### src/rtl/jpeg_pkg.sv
// Shared definitions for the JPEG raster write-back path.
// Define JPEG_RGB565_EN for 16-bit RGB565 frame-buffer words; otherwise words are 24-bit RGB888.
package jpeg_pkg;

    localparam int MCU_S_444 = 8;
    localparam int MCU_S_420 = 16;

`ifdef JPEG_RGB565_EN
    localparam int PIX_W = 16;
`else
    localparam int PIX_W = 24;
`endif

    typedef enum logic [1:0] {
        IDLE  = 2'd0,
        RUN   = 2'd1,
        DRAIN = 2'd2,
        DONE  = 2'd3
    } state_t;

    function automatic logic [PIX_W-1:0] pack_pixel(input logic [7:0] r,
                                                     input logic [7:0] g,
                                                     input logic [7:0] b);
`ifdef JPEG_RGB565_EN
        return {r[7:3], g[7:2], b[7:3]};
`else
        return {r, g, b};
`endif
    endfunction

endpackage

### src/rtl/sync_fifo.sv
// Single-clock show-ahead FIFO: the head entry is visible on rd_data whenever non-empty.
// rd_data reads as zero when empty; a write into a full FIFO is accepted if a read happens the same cycle.
module sync_fifo #(
    parameter int WIDTH = 8,
    parameter int DEPTH = 16
) (
    input  logic             clk,
    input  logic             rst_n,
    input  logic             wr_en,
    input  logic [WIDTH-1:0] wr_data,
    input  logic             rd_en,
    output logic [WIDTH-1:0] rd_data,
    output logic             full,
    output logic             empty
);

    localparam int AW = $clog2(DEPTH);

    logic [WIDTH-1:0] r_mem [DEPTH];
    logic [AW:0]      r_wr_ptr;
    logic [AW:0]      r_rd_ptr;
    logic             w_empty;
    logic             w_full;
    logic             w_do_rd;
    logic             w_do_wr;

    // Extra pointer bit distinguishes full from empty when the indices match.
    assign w_empty = (r_wr_ptr == r_rd_ptr);
    assign w_full  = (r_wr_ptr[AW] != r_rd_ptr[AW]) &&
                     (r_wr_ptr[AW-1:0] == r_rd_ptr[AW-1:0]);
    assign w_do_rd = rd_en && !w_empty;
    assign w_do_wr = wr_en && (!w_full || w_do_rd);

    always_ff @(posedge clk) begin
        if (w_do_wr) begin
            r_mem[r_wr_ptr[AW-1:0]] <= wr_data;
        end
    end

    always_ff @(posedge clk or negedge rst_n) begin
        if (!rst_n) begin
            r_wr_ptr <= '0;
            r_rd_ptr <= '0;
        end else begin
            if (w_do_wr) r_wr_ptr <= r_wr_ptr + 1'b1;
            if (w_do_rd) r_rd_ptr <= r_rd_ptr + 1'b1;
        end
    end

    assign rd_data = w_empty ? '0 : r_mem[r_rd_ptr[AW-1:0]];
    assign full    = w_full;
    assign empty   = w_empty;

endmodule

### src/rtl/mcu_raster_writer.sv
// Converts MCU-ordered pixels into raster-addressed frame-buffer writes through a write FIFO.
// Pixel word format selected by JPEG_RGB565_EN (see jpeg_pkg).
module mcu_raster_writer
    import jpeg_pkg::*;
#(
    parameter int ADDR_W     = 20,
    parameter int FIFO_DEPTH = 16
) (
    input  logic              clk,
    input  logic              rst_n,
    input  logic              start,
    input  logic [15:0]       img_width,
    input  logic [15:0]       img_height,
    input  logic              mode_420,
    input  logic [7:0]        r_in,
    input  logic [7:0]        g_in,
    input  logic [7:0]        b_in,
    input  logic              pixel_valid,
    output logic              mem_we,
    output logic [ADDR_W-1:0] mem_addr,
    output logic [PIX_W-1:0]  mem_wdata,
    input  logic              mem_ready,
    output logic              busy,
    output logic              frame_done,
    output logic              overflow
);

    localparam int FW = ADDR_W + PIX_W;

    state_t      r_state;
    logic [15:0] r_width;
    logic [15:0] r_height;
    logic        r_mode_420;
    logic [16:0] r_mcu_x;
    logic [16:0] r_mcu_y;
    logic [3:0]  r_col;
    logic [3:0]  r_row;
    logic        r_busy;
    logic        r_frame_done;
    logic        r_overflow;

    logic [3:0]    w_s_last;
    logic [16:0]   w_s_step;
    logic [16:0]   w_x;
    logic [16:0]   w_y;
    logic [16:0]   w_next_mcu_x;
    logic [16:0]   w_next_mcu_y;
    logic [33:0]   w_lin;
    logic          w_in_bounds;
    logic          w_push_req;
    logic          w_pop;
    logic          w_full;
    logic          w_empty;
    logic [FW-1:0] w_fifo_din;
    logic [FW-1:0] w_fifo_dout;

    assign w_s_last     = r_mode_420 ? 4'(MCU_S_420 - 1) : 4'(MCU_S_444 - 1);
    assign w_s_step     = r_mode_420 ? 17'(MCU_S_420) : 17'(MCU_S_444);
    assign w_x          = r_mcu_x + {13'd0, r_col};
    assign w_y          = r_mcu_y + {13'd0, r_row};
    assign w_next_mcu_x = r_mcu_x + w_s_step;
    assign w_next_mcu_y = r_mcu_y + w_s_step;
    assign w_lin        = ({17'd0, w_y} * {18'd0, r_width}) + {17'd0, w_x};
    // Padding pixels of edge MCUs still advance the counters but are never written.
    assign w_in_bounds  = (w_x < {1'b0, r_width}) && (w_y < {1'b0, r_height});
    assign w_push_req   = (r_state == RUN) && pixel_valid && w_in_bounds;
    assign w_pop        = !w_empty && mem_ready;
    assign w_fifo_din   = {w_lin[ADDR_W-1:0], pack_pixel(r_in, g_in, b_in)};

    sync_fifo #(
        .WIDTH (FW),
        .DEPTH (FIFO_DEPTH)
    ) u_fifo (
        .clk     (clk),
        .rst_n   (rst_n),
        .wr_en   (w_push_req),
        .wr_data (w_fifo_din),
        .rd_en   (w_pop),
        .rd_data (w_fifo_dout),
        .full    (w_full),
        .empty   (w_empty)
    );

    always_ff @(posedge clk or negedge rst_n) begin
        if (!rst_n) begin
            r_state      <= IDLE;
            r_width      <= '0;
            r_height     <= '0;
            r_mode_420   <= 1'b0;
            r_mcu_x      <= '0;
            r_mcu_y      <= '0;
            r_col        <= '0;
            r_row        <= '0;
            r_busy       <= 1'b0;
            r_frame_done <= 1'b0;
            r_overflow   <= 1'b0;
        end else begin
            r_frame_done <= 1'b0;
            if (w_push_req && w_full && !w_pop) begin
                r_overflow <= 1'b1;
            end
            case (r_state)
                IDLE: begin
                    if (start) begin
                        r_width    <= img_width;
                        r_height   <= img_height;
                        r_mode_420 <= mode_420;
                        r_mcu_x    <= '0;
                        r_mcu_y    <= '0;
                        r_col      <= '0;
                        r_row      <= '0;
                        r_overflow <= 1'b0;
                        r_busy     <= 1'b1;
                        if ((img_width == 16'd0) || (img_height == 16'd0)) begin
                            r_state      <= DONE;
                            r_frame_done <= 1'b1;
                        end else begin
                            r_state <= RUN;
                        end
                    end
                end
                RUN: begin
                    if (pixel_valid) begin
                        if (r_col == w_s_last) begin
                            r_col <= '0;
                            if (r_row == w_s_last) begin
                                r_row <= '0;
                                if (w_next_mcu_x >= {1'b0, r_width}) begin
                                    r_mcu_x <= '0;
                                    r_mcu_y <= w_next_mcu_y;
                                    if (w_next_mcu_y >= {1'b0, r_height}) begin
                                        r_state <= DRAIN;
                                    end
                                end else begin
                                    r_mcu_x <= w_next_mcu_x;
                                end
                            end else begin
                                r_row <= r_row + 4'd1;
                            end
                        end else begin
                            r_col <= r_col + 4'd1;
                        end
                    end
                end
                DRAIN: begin
                    if (w_empty) begin
                        r_state      <= DONE;
                        r_frame_done <= 1'b1;
                    end
                end
                DONE: begin
                    r_state <= IDLE;
                    r_busy  <= 1'b0;
                end
                default: begin
                    r_state <= IDLE;
                    r_busy  <= 1'b0;
                end
            endcase
        end
    end

    assign mem_we     = !w_empty;
    assign mem_addr   = w_fifo_dout[FW-1:PIX_W];
    assign mem_wdata  = w_fifo_dout[PIX_W-1:0];
    assign busy       = r_busy;
    assign frame_done = r_frame_done;
    assign overflow   = r_overflow;

endmodule

### config.mk
export PLATFORM = sky130hd
export DESIGN_NAME = mcu_raster_writer
export DESIGN_NICKNAME = d
export VERILOG_FILES = /design/src/rtl/jpeg_pkg.sv /design/src/rtl/sync_fifo.sv /design/src/rtl/mcu_raster_writer.sv
export SDC_FILE = /design/constraint.sdc
export NUM_CORES = 1
export LEC_CHECK = 0
export BUFFER_PORTS_ARGS = -buffer_cell sky130_fd_sc_hd__buf_4
export CAP_MARGIN = 30
export CORE_ASPECT_RATIO = 0.9
export CORE_UTILIZATION = 38
export DETAILED_ROUTE_END_ITERATION = 8
export GPL_ROUTABILITY_DRIVEN = 1
export GPL_TIMING_DRIVEN = 1
export PLACE_DENSITY = 0.52
export SLEW_MARGIN = 15
export SYNTH_ARGS = -nofsm -noshare
export SYNTH_HDL_FRONTEND = slang
export SYNTH_SLANG_ARGS = --single-unit
### constraint.sdc
create_clock -name clk -period 13.76 [get_ports clk]
set_input_delay 0.688 -clock clk [delete_from_list [all_inputs] [get_ports clk]]
set_output_delay 0.688 -clock clk [all_outputs]
set_load 0.03 [all_outputs]
; ---- After elaboration in Yosys (flattened, before gate mapping)
; Memory sizes are Yosys's and may differ from the RTL's.
; Cells that the tools add are included.
[word_totals]
reg_bits = 90
ram_bits = 704
inputBits = 62
out_inout_bits = 48
wordCells = 111
n_memories = 1
[memory_table]
columns = memory, depth, word_bits, read_ports, rd_ports_with_merged_regs, write_ports, line_no
row1 = u_fifo.r_mem, 16, 44, 1, 0, 1, sync_fifo.sv:19  ; logic [WIDTH-1:0] r_mem [DEPTH];
[op_classes]
n_addsub = 9
n_mul = 1
order_cmp = 4
eq_ne = 15
mux = 42
reduce_logical = 26
[ops]
columns = operator, n
row1 = $mux W17, 9
row2 = $pmux W17 S2, 2
row3 = $mux W44, 1
row4 = $add A17 B4 Y17, 2
row5 = $add A17 B5 Y17, 2
row6 = $ge A17 B16 Y1, 2
row7 = $lt A17 B16 Y1, 2
row8 = $logic_not A16 Y1, 2
row9 = $mux W4, 7
row10 = $add A20 B17 Y20, 1
row11 = $mul A17 B16 Y20, 1
row12 = $mux W2, 8
row13 = $pmux W4 S2, 2
row14 = $eq A4 B4 Y1, 3
row15 = $add A5 B1 Y5 const B, 2
row16 = $ne A2 B1 Y1 const B, 5
row17 = $logic_and A1 B1 Y1, 9
row18 = $mux W1, 9
row19 = $add A4 B1 Y4 const B, 2
row20 = $pmux W2 S4, 1
row21 = $reduce_and A7 Y1, 1
row22 = $reduce_and A6 Y1, 1
row23 = $eq A5 B5 Y1, 1
row24 = $mux W5, 1
row25 = 13 further kinds, 21

; ---- Longest topological paths before layout
; Gate-level depths: netlist of run 1.
[logic_depth]
word_depth = 9
depth_mapped = 26
mapped_depth_nobuf = 26

; ---- Cells and area by module
; A second synthesis of run 1 with hierarchy kept.
[hier_totals]
hier_cells = 2503
hier_area_um2 = 38902.3
[modules_own_cells]
columns = module, n_inst, cells_per_inst, area_per_inst_um2, seq_area_each_um2
row1 = sync_fifo, 1, 1152, 27094.7, 21390.5
row2 = mcu_raster_writer, 1, 1351, 11807.6, 1851.8

; ---- Worst setup path before layout of run 1
; Ideal clock, no wire load.
[synth_timing]
kind = register -> register
start = reg r_row[3]
end = mem u_fifo.r_mem[0][43] in the netlist's numbering (data pin)
setup_ns = 0.297
t_arrival_ns = 6.721
required_ns = 13.463
slack_ns = 6.742
path_stages_with_launch = 23
n_path_buf = 1
period_less_slack_ns = 7.018
cell_sequence = dfrtp_1 > ha_1 > nand4_1 > nor2_1 > xor2_1 > clkbuf_1 > nand2_1 > fa_1 > fa_1 > fa_1 > inv_1 > fa_1 > fa_1 > inv_1 > fa_1 > inv_1 > ha_1 > a21o_1 > a21oi_1 > nor3b_1 > a31oi_1 > xnor3_1 > xnor2_1
[synth_via]
elab_chain_cells = 3
[synth_lines]
columns = element, line_no
row1 = start: declaration, mcu_raster_writer.sv:37  ; logic [3:0] r_row;
row2 = start signal: assignment, mcu_raster_writer.sv:138  ; r_row <= r_row + 4'd1;
row3 = $add A17 B4 Y17, mcu_raster_writer.sv:60  ; assign w_y = r_mcu_y + {13'd0, r_row};
row4 = $mul A17 B16 Y20, mcu_raster_writer.sv:63  ; assign w_lin = ({17'd0, w_y} * {18'd0, r_width}) + {17'd0, w_x};
row5 = $add A20 B17 Y20, mcu_raster_writer.sv:63
row6 = named net u_fifo.wr_data[43], sync_fifo.sv:10  ; input logic [WIDTH-1:0] wr_data,
row7 = end: declaration, sync_fifo.sv:19
; The timed path passes the listed nets, and every way through them passes these cells.

; ---- Worst setup path in the final report of run 1
[layout_timing]
start = reg r_row[3]
end = mem u_fifo.r_mem[14][43] in the netlist's numbering (data pin)
; The elaborated chain is that of the path after synthesis.

==> out/qor.yml, run 1 <==
dpl.hpwl_um: 56900
synth_edf_count: 704
syn-num-nets: 2784
nets: 2919
io_pins: 110
fp.dieArea_um2: 104000
start_util: 0.384
vias_per_cell: 5.27
clock-sinks: 788
crit_path_start: "r_row[3]$_DFFE_PN0P_"
post-route-period-util: 0.569
netlist_top_cells_area: "edfxtp_1, mux4_2, fa_1"
path_class: "reg2reg"
coreArea_um2: 102000
synthMuxAreaShare: 0.138
hold_path.class: "in2reg"
synth_top_area_frac: 0.541
gp_congestion: 0.808
rows: 111
clk_latency_ns: 0.66
rrSetupSlack_ns: 5.94
synth_top_family_by_area: "multiplexers"
synth_area_um2: 39100
clk_pin_slew_worst_paths_ns: 0.06
antenna_found_initial: 3
ys_types: 62
required_ns: 14.10
synth_adder_area_share: 0.120
drc_errors: 0
worstSetupStartpointType: "register"
fill_cells: 9125
status: "completed"
final-hold-violation-count: 0
grt_setup_unrepaired: "false"
overflow: 0
die_y_um: 306
io_buffers: 109
synthSimpleGateAreaFrac: 0.0623
first_pass_iters: 5
root_buffer: "clkbuf_16"
clock.fmax_ghz: 0.128
syn_inst: 2439
synth_ff_type: "edfxtp_1"
drtIter0Drc: 1575
reg2reg_from: "r_row[3]$_DFFE_PN0P_"
vias: 21000
synth_top_cell_by_area: "edfxtp_1"
cts_tree: "yes"
synth_warnings: 0
end_kind: "register"
grt.total_usage: 0.185
maxSlewViolCount: 0
first_global_vias: 22500
fin_crit_ns: 7.82
cap_violations: 0
drive_gt1_frac: 0.217
vdd_drop_max_mv: 0.0875
area_delta_synth_final_pct: 13.8
grt_max_degree: 65
cp.arrival_ns: 8.17
p_leak_nw: 16.7
fin_setup_tns_ns: 0
fin_area_um2: 44500
synth_xor_area_frac: 0.0229
ys_seq_area_frac: 0.594
routed_wl_um: 94600
yosysMostFrequentCell: "edfxtp_1"
htreeDepth: 3
ant_nets: 0
wire_per_inst_um: 23.7
ys_ff_latch: 788
clock_path_buffers: 3
tightest_slew_ns: 0.974
setup_ws_ns: 5.94
min_from: "mode_420"
relSlewSlack: 0.350
placed_area_um2: 41700
p_per_area_nw_per_um2: 148
worstPathMaxFanout: 16
setup_viol: 0
fin_skew_ns: 0.0456
synth_area_per_cell_um2: 16.0
final_util: 0.436
die_w_um: 340
preCtsSetupSlack_ns: 5.60
ys_async_sr_fraction: 0.107
synthTopCellsByCount: "edfxtp_1, inv_1, mux4_2, nand2_1, fa_1"
grt_pass1_wl_um: 143000
numCtsBuffers: 86
synth_compound_area_frac: 0.0268
## sequential cells by signal (all words and copies together) (netlist names)
signal,flops
r_mcu_x,14
u_fifo.r_rd_ptr,5
r_height,16
u_fifo.r_wr_ptr,5
frame_done,1
r_state,2
r_width,16
r_mcu_y,14
busy,1
overflow,1
r_row,4
r_col,4
r_mode_420,1
u_fifo.r_mem,704
## metal layers
metal / vias up / global-route usage / share of wire
li1: 9275 / - / -
met3: 138 / 0.0296 / 0.043
met1: 11100 / 0.245 / 0.43
met5: - / 0 / 0.00014
met4: 2 / 0.0508 / 0.026
met2: 479 / 0.317 / 0.50
## what timing repair did
item                                   4_1_cts  5_1_grt
endpoints found under the hold margin       20        0
hold buffers                                 1        0
buffers inserted                             0        0
gates resized for setup                      0        0
## cell usage in the layout, fill, tap and decap left out, drive strengths merged, types with 80 or more instances in the layout
cell type,netlist,routed
and2,80,80
buf,31,166
clkbuf,92,113
dfrtp,84,84
edfxtp,704,704
fa,152,152
ha,131,131
inv,235,238
mux4,220,220
nand2,172,172
## worst max-delay path, cell delays in order, from the launching register on
cell and delay (ns):
dfrtp_1 0.43, ha_1 0.30, and4_1 0.32, nand2_1 0.10
xnor2_1 0.59, buf_4 0.29, nand2_1 0.09, fa_1 0.55
fa_1 0.47, fa_1 0.42, inv_1 0.07, fa_1 0.44
fa_1 0.55, inv_1 0.05, fa_1 0.47, inv_1 0.04
ha_1 0.35, a21o_1 0.20, a21oi_1 0.23, nor3b_1 0.37
a31oi_1 0.14, xnor3_1 0.42, xnor2_2 0.62
## worst paths after layout
check                                                  to  cells past startpoint
max in group asynchronous         r_mcu_x[10]$_DFFE_PN0P_                      3
hold reg to reg            u_fifo.r_rd_ptr[4]$_DFFE_PN0P_                      1
min in group asynchronous          r_width[7]$_DFFE_PN0P_                      2
hold / removal                     r_mode_420$_DFFE_PN0P_                      2
setup reg to reg           u_fifo.r_mem[14][43]$_DFFE_PP_                     22
setup / recovery           u_fifo.r_mem[14][43]$_DFFE_PP_                     22
## power breakdown
| group | leakage [nW] | switching, mW | internal [mW] | total, mW |
|---|---|---|---|---|
| Sequential | 7.87 | 0.0879 | 2.63 | 2.72 |
| Clock | 1.31 | 0.955 | 1.27 | 2.22 |
| Combinational | 7.50 | 0.834 | 0.805 | 1.64 |
| Total | 16.7 | 1.88 | 4.71 | 6.58 |
## kinds of logic after synthesis
kind of cell | count (synthesis)
buffers and inverters | 358
AO/OA/AOI/OAI | 164
adder cells (fa/ha/maj) | 285
XOR/XNOR | 100
flip-flops | 788
AND/OR/NAND/NOR | 485
multiplexers | 259
## stage by stage
step | std cells | hold slack (ns) | power (mW)
floorplan | 2439 | 0.392 | 3.90
global placement | 3824 | 0.480 | 4.40
detailed placement | 3837 | 0.486 | 4.45
CTS | 3986 | 0.239 | 6.69
global route | 3991 | 0.250 | 6.84
finish | 3991 | 0.271 | 6.58
## cell type report
| class | instances | area (um2) | share of cell area |
|---|---|---|---|
| antenna | 1 | 2.50 | 0.0000562 |
| clock buffer | 110 | 2270 | 0.0511 |
| clock inverter | 38 | 432 | 0.00970 |
| inverter | 235 | 882 | 0.0198 |
| multi-input combinational | 1293 | 14500 | 0.327 |
| sequential | 788 | 23300 | 0.523 |
| tap | 1356 | 1700 | 0.0381 |
| timing repair buffer | 170 | 1400 | 0.0316 |
(Power assumes the default switching activity.)
==> run 2, diff against run 1 <==
--- a/config.mk
+++ b/config.mk
@@ -5,6 +5,7 @@
 export SDC_FILE = /design/constraint.sdc
 export NUM_CORES = 1
 export LEC_CHECK = 0
+export ABC_AREA = 1
 export BUFFER_PORTS_ARGS = -buffer_cell sky130_fd_sc_hd__buf_4
 export CAP_MARGIN = 30
 export CORE_ASPECT_RATIO = 0.9
==> constraint.sdc (replaced) <==
create_clock -name clk -period 7.99 [get_ports clk]
set_input_delay 0.3995 -clock clk [delete_from_list [all_inputs] [get_ports clk]]
set_output_delay 0.3995 -clock clk [all_outputs]
set_load 0.03 [all_outputs]
==> run 2 against run 1 <==
Against the previous run:
- sequential power rose by 120%
- worst setup slack got worse by 4.9 ns
- critical path depth rose by 3
- synthesized area rose by 1.8%
- sequential cell count did not move
- core utilization barely moved
- hold slack got worse by 0.23 ns
- combinational power rose to 4.2 times the previous value
- critical endpoint is now u_fifo.r_mem[0][43]$_DFFE_PP_
- largest power group is now combinational cells
- highest routed layer is now met4
==> out/qor.yml, run 2 <==
worstSetupStartpointType: "register"
p_comb_frac: 0.418  # +0.169
fin_skew_ns: 0.0332  # -0.0124 ns
rrSetupSlack_ns: 1.02  # -4.91 ns
synth_area_um2: 39800  # +1.8%
final_util: 0.436  # about the same
vias_per_cell: 5.25  # -0.43%
clock-sinks: 788  # unchanged
crit_slowest_cell: "fa_1"
start_util: 0.384  # about the same
worstPathMaxFanout: 16  # unchanged
overflow: 0  # unchanged
fill_cells: 9762  # +7.0%
path_common_cell: "fa_1"
synth_warnings: 0  # unchanged
fp.dieArea_um2: 106000  # +1.7%
hold_path.class: "in2reg"
diodes: 0  # -1
ys_ff_latch: 788  # unchanged
rows: 112  # +0.90%
status: "completed"
htreeDepth: 3  # unchanged
path_class: "reg2reg"
yosysMostFrequentCell: "edfxtp_1"
relSlewSlack: 0.232  # -0.118
grt_pass1_wl_um: 163000  # +13%
cap_violations: 0  # unchanged
synth_edf_count: 704  # unchanged
layout_common_cells: "edfxtp_1, nand2_1, nor2_1"
synth_area_per_cell_um2: 11.3  # -29%
tightest_slew_ns: 1.15  # +0.178 ns
die_w_um: 343  # +0.87%
fin_setup_tns_ns: 0  # unchanged
ys_types: 47  # -24%
slowest_delay_ns: 0.53  # -0.09 ns
setup_viol: 0  # unchanged
drtIter0Drc: 2040  # +30%
wire_per_inst_um: 21.4  # -9.6%
final_common_cell: "edfxtp_1"
nets: 3978  # +36%
largest_reg_flops: 704  # unchanged
area_delta_synth_final_pct: 13.8  # about the same
internal-power_mw: 9.65  # +100%
synth_top_cell_by_area: "edfxtp_1"
cts_tree: "yes"
p_seq_frac: 0.355  # -0.058
post_cts_buffers: 0  # unchanged
end_kind: "register"
dpl.hpwl_um: 65200  # +15%
grt.total_usage: 0.205  # +0.0199
final-hold-violation-count: 0  # unchanged
ys_seq_area_frac: 0.584  # -0.0102
syn-num-nets: 3863  # +39%
synthTopCellsByCount: "edfxtp_1, nand2_1, nor2_1, inv_1, o21ai_0"
clock_path_buffers: 3  # unchanged
io_buffers: 109  # unchanged
synth_ff_type: "edfxtp_1"
p_clk_frac: 0.227  # -0.111
fin_area_um2: 45300  # +1.7%
die_y_um: 309  # +0.87%
p_sw_frac: 0.416  # +0.130
ys_async_sr_fraction: 0.107  # unchanged
maxSlewViolCount: 0  # unchanged
grt_max_degree: 252  # +290%
clock.fmax_ghz: 0.144  # +12%
vias: 26600  # +26%
vdd_drop_max_mv: 0.430  # +390%
cp.arrival_ns: 7.34  # -0.83 ns
clk_latency_ns: 0.67  # about the same
placed_area_um2: 42400  # +1.5%
io_pins: 110  # unchanged
root_buffer: "clkbuf_16"
synth_top_area_frac: 0.531  # -0.00932
clk_pin_slew_worst_paths_ns: 0.06  # about the same
first_global_vias: 25900  # +15%
drive_gt1_frac: 0.0954  # -0.121
holdWs_ns: 0.0431  # -0.228 ns
ant_nets: 0  # unchanged
p_per_area_nw_per_um2: 365  # +150%
netlist_top_cells_area: "edfxtp_1, fa_1, dfrtp_1"
post-route-period-util: 0.872  # +0.303
required_ns: 8.37  # -5.73 ns
syn_inst: 3518  # +44%
power.switching_mw: 6.86  # +270%
numCtsBuffers: 86  # unchanged
fin_crit_ns: 6.97  # -0.858 ns
p_leak_nw: 17.4  # +4.5%
routed_wl_um: 109000  # +15%
gp_congestion: 0.896  # +11%
drc_errors: 0  # unchanged
power_mw: 16.5  # +150%
coreArea_um2: 104000  # +1.7%
grt_setup_unrepaired: "false"
antenna_found_initial: 1  # -2
first_pass_iters: 6  # +1
## run 2: worst max-delay path, delay by kind of cell, from the launching register on
family | cells | cell delay (ns)
AND/OR/NAND/NOR | 9 | 1.64
adder cells (fa/ha/maj) | 8 | 3.50
AO/OA/AOI/OAI | 2 | 0.43
flip-flops | 1 | 0.39
buffers and inverters | 6 | 0.72
## run 2: cell families after synthesis
group,synth area share
xor+xnor,0.0143
flops,0.584
mux,0.0169
simple gates,0.118
compound gates,0.0926
buf+inv,0.0561
fa+ha+maj,0.118
## run 2: power groups by stage
stage	Clock, mW	Sequential [mW]	Combinational [mW]
2_1_floorplan	0	5.66	4.51
3_3_place_gp	0	5.93	6.82
3_5_place_dp	0	5.93	6.90
4_1_cts	3.85	5.84	6.95
5_1_grt	3.99	5.88	7.64
6_report	3.75	5.85	6.90
## run 2: layout make-up
type                    instances  area [um2]  area share
clock buffers                 107        2270      0.0502
repair buffers                208        1720      0.0381
well taps                    1368        1710      0.0378
inverters                     404        1530      0.0338
clock inverters                49         368     0.00813
multi-input cells            2145       14400       0.318
flip-flops and latches        788       23300       0.514
## run 2: per-stage QoR
step	worst slack, ns	std cells
floorplan	1.63	3518
global placement	1.09	4880
detailed placement	1.04	4887
CTS	0.986	5068
global route	0.543	5069
finish	1.02	5069
## run 2: worst paths after layout
path                       cells past startpoint                              to                startpoint
hold reg to reg                                2        r_height[14]$_DFFE_PN0P_  r_height[14]$_DFFE_PN0P_
min in group asynchronous                      2         r_mcu_y[10]$_DFFE_PN0P_                     rst_n
max in group asynchronous                      3  u_fifo.r_rd_ptr[0]$_DFFE_PN0P_                     rst_n
setup reg to reg                              25   u_fifo.r_mem[0][43]$_DFFE_PP_      r_row[3]$_DFFE_PN0P_
setup / recovery                              25   u_fifo.r_mem[0][43]$_DFFE_PP_      r_row[3]$_DFFE_PN0P_
hold / removal                                 3         r_height[9]$_DFFE_PN0P_             img_height[9]
## run 2: timing repair
| action | in CTS | in global routing |
|---|---|---|
| resized for setup | 0 | 0 |
| hold endpoints to repair | 70 | 0 |
| hold buffers | 25 | 0 |
## run 2: per-layer routing
| metal | wire (um) | track usage | part of all wire |
|---|---|---|---|
| met5 | 0 | 0 | 0 |
| met4 | 2520 | 0.0513 | 0.023 |
| met3 | 6280 | 0.0359 | 0.058 |
| met2 | 49000 | 0.324 | 0.45 |
| met1 | 50700 | 0.293 | 0.47 |
==> run 3, diff against run 2 <==
--- a/config.mk
+++ b/config.mk
@@ -5,7 +5,7 @@
 export SDC_FILE = /design/constraint.sdc
 export NUM_CORES = 1
 export LEC_CHECK = 0
-export ABC_AREA = 1
+export ABC_AREA = 0
 export BUFFER_PORTS_ARGS = -buffer_cell sky130_fd_sc_hd__buf_4
 export CAP_MARGIN = 30
 export CORE_ASPECT_RATIO = 0.9
==> run 3 against run 2 <==
Against the previous run:
- design area fell by 0.55%
- wire length shrank 11%
- register-to-register slack got worse by 0.46 ns
- largest power group is now sequential cells
- largest cell class unchanged
- highest routed layer is now met5
- first-iteration DRC count shrank 32%
==> out/qor.yml, run 3 (same netlist as run 1, synthesis figures left out) <==
status: "completed"
drtIter0Drc: 1388  # -32%
p_comb_frac: 0.247  # -0.171
ant_nets: 0  # unchanged
gp_congestion: 0.809  # -9.8%
reg2reg_from: "r_row[3]$_DFFE_PN0P_"
area_delta_synth_final_pct: 15.1
grt_max_degree: 70  # -72%
crit_path_start: "r_row[3]$_DFFE_PN0P_"
routed_wl_um: 96600  # -11%
overflow: 0  # unchanged
crit_path_end: "u_fifo.r_mem[1][40]$_DFFE_PP_"
wire_per_inst_um: 23.9  # +12%
required_ns: 8.46  # +0.09 ns
setup_ws_ns: 0.564  # -0.460 ns
first_global_vias: 23000  # -11%
grt_pass1_wl_um: 147000  # -9.8%
dpl.hpwl_um: 59700  # -8.4%
p_per_area_nw_per_um2: 250  # -31%
rrSetupSlack_ns: 0.56  # -0.46 ns
p_clk_frac: 0.334  # +0.107
dp_cells: 3851  # -21%
p_seq_frac: 0.419  # +0.064
worstPathMaxFanout: 10  # -6
maxSlewViolCount: 0  # unchanged
io_pins: 110  # unchanged
fin_skew_ns: 0.0541  # +0.0209 ns
root_buffer: "clkbuf_16"
vdd_drop_max_mv: 0.164  # -62%
p_sw_frac: 0.285  # -0.130
final_util: 0.442  # +0.00509
grt.total_usage: 0.190  # -0.0159
setup_viol: 0  # unchanged
vias_per_cell: 5.23  # -0.34%
coreArea_um2: 102000  # -1.7%
fill_cells: 9044  # -7.4%
post-route-period-util: 0.929  # +0.0576
cap_violations: 0  # unchanged
nets: 2969  # -25%
fin_setup_tns_ns: 0  # unchanged
placed_area_um2: 41900  # -1.1%
post_cts_buffers: 0  # unchanged
cts_tree: "yes"
ff2ff_path_depth: 23  # -8.0%
largest_reg_flops: 704  # unchanged
clock.fmax_ghz: 0.135  # -6.2%
power.switching_mw: 3.22  # -53%
internal-power_mw: 8.05  # -17%
fin_area_um2: 45000  # -0.55%
clk_latency_ns: 0.66  # about the same
fin_crit_ns: 7.43  # +0.460 ns
holdWs_ns: 0.0454  # +0.00228 ns
antenna_found_initial: 2  # +1
final_common_cell: "edfxtp_1"
relSlewSlack: 0.336  # +0.104
numCtsBuffers: 85  # -1.2%
power_mw: 11.3  # -32%
preCtsSetupSlack_ns: 0.122  # -0.914 ns
htreeDepth: 3  # unchanged
die_y_um: 306  # -0.86%
layout.cells.non_filler: 4043  # -20%
fp.dieArea_um2: 104000  # -1.7%
io_buffers: 109  # unchanged
vias: 21100  # -21%
hold_path.class: "in2reg"
grt_setup_unrepaired: "false"
tightest_slew_ns: 0.989  # -0.163 ns
p_leak_nw: 16.9  # -3.1%
rr_endpoint: "u_fifo.r_mem[1][40]$_DFFE_PP_"
first_pass_iters: 5  # -1
clk_pin_slew_worst_paths_ns: 0.06  # about the same
final-hold-violation-count: 0  # unchanged
rows: 111  # -0.89%
die_w_um: 340  # -0.86%
path_class: "reg2reg"
drc_errors: 0  # unchanged
end_kind: "register"
clock_path_buffers: 3  # unchanged
cp.arrival_ns: 7.89  # +0.55 ns
layout_common_cells: "edfxtp_1, inv_1, mux4_2"
worstSetupStartpointType: "register"
start_util: 0.384  # about the same
drive_gt1_frac: 0.217  # +0.122
clock-sinks: 788  # unchanged
run 3: cell count changes in the layout (fill, tap and decap cells not counted), sizes merged, moves of 35 or more:
cell	previous run	this run
a31oi	47	7
nor2	500	55
mux4	0	220
nand2	517	172
o221ai	68	1
inv	402	238
and2	0	80
xnor2	16	68
mux2i	67	4
nor2b	1	57
nand3	78	33
o21ai	252	58
o32ai	109	0
mux2	0	35
run 3: worst min-delay path by stage:
stage             from                        endpoint  slack [ns]  cells past startpoint
2_1_floorplan    rst_n                busy$_DFFE_PN0P_        0.10                      0
3_5_place_dp     rst_n         r_width[11]$_DFFE_PN0P_        0.30                      1
4_1_cts        b_in[5]    u_fifo.r_mem[1][5]$_DFFE_PP_       0.007                      1
3_3_place_gp     rst_n          r_width[9]$_DFFE_PN0P_        0.30                      1
5_1_grt        r_in[7]  u_fifo.r_mem[15][23]$_DFFE_PP_        0.03                      1
6_report       g_in[4]   u_fifo.r_mem[0][12]$_DFFE_PP_        0.05                      1
run 3: final cells by class:
type | count | area, um2 | share of cell area
Clock buffer | 111 | 2260 | 0.0503
Timing Repair Buffer | 221 | 1980 | 0.0439
Sequential cell | 788 | 23300 | 0.517
Clock inverter | 38 | 403 | 0.00895
Inverter | 235 | 882 | 0.0196
Tap cell | 1356 | 1700 | 0.0377
Multi-Input combinational cell | 1293 | 14500 | 0.323
Antenna cell | 1 | 2.50 | 0.0000556
run 3: worst max-delay path: stages (launching register included):
cell and delay, ns:
dfrtp_1 0.41, ha_1 0.28, nand4_1 0.30, xnor2_1 0.75, buf_4 0.31, and2_1 0.16
fa_1 0.41, inv_1 0.08, fa_1 0.40, inv_1 0.09, fa_1 0.45, fa_1 0.51
fa_1 0.49, inv_1 0.05, fa_1 0.48, inv_1 0.04, ha_1 0.33, a21oi_1 0.23
nor3b_1 0.37, inv_1 0.08, a31oi_1 0.22, nor2b_1 0.10, xor2_1 0.42, buf_4 0.25
run 3: layer usage:
layer,GRT usage,share of wire,vias up
met5,0,0.00013,-
met4,0.0513,0.023,2
met3,0.0238,0.039,132
met2,0.327,0.50,489
met1,0.253,0.44,11100
li1,-,-,9380
run 3: repair_timing:
action                                 4_1_cts  5_1_grt
resized for setup                            0        1
hold buffers                                35        0
setup endpoints to repair                    0       16
endpoints found under the hold margin       49        0
run 3: power groups by stage:
stage          Combinational (mW)  Clock [mW]  Sequential (mW)
5_1_grt                      2.97        4.01             4.74
3_5_place_dp                 2.83           0             4.82
4_1_cts                      2.85        3.86             4.73
3_3_place_gp                 2.73           0             4.85
6_report                     2.78        3.76             4.72
2_1_floorplan                2.08           0             4.64
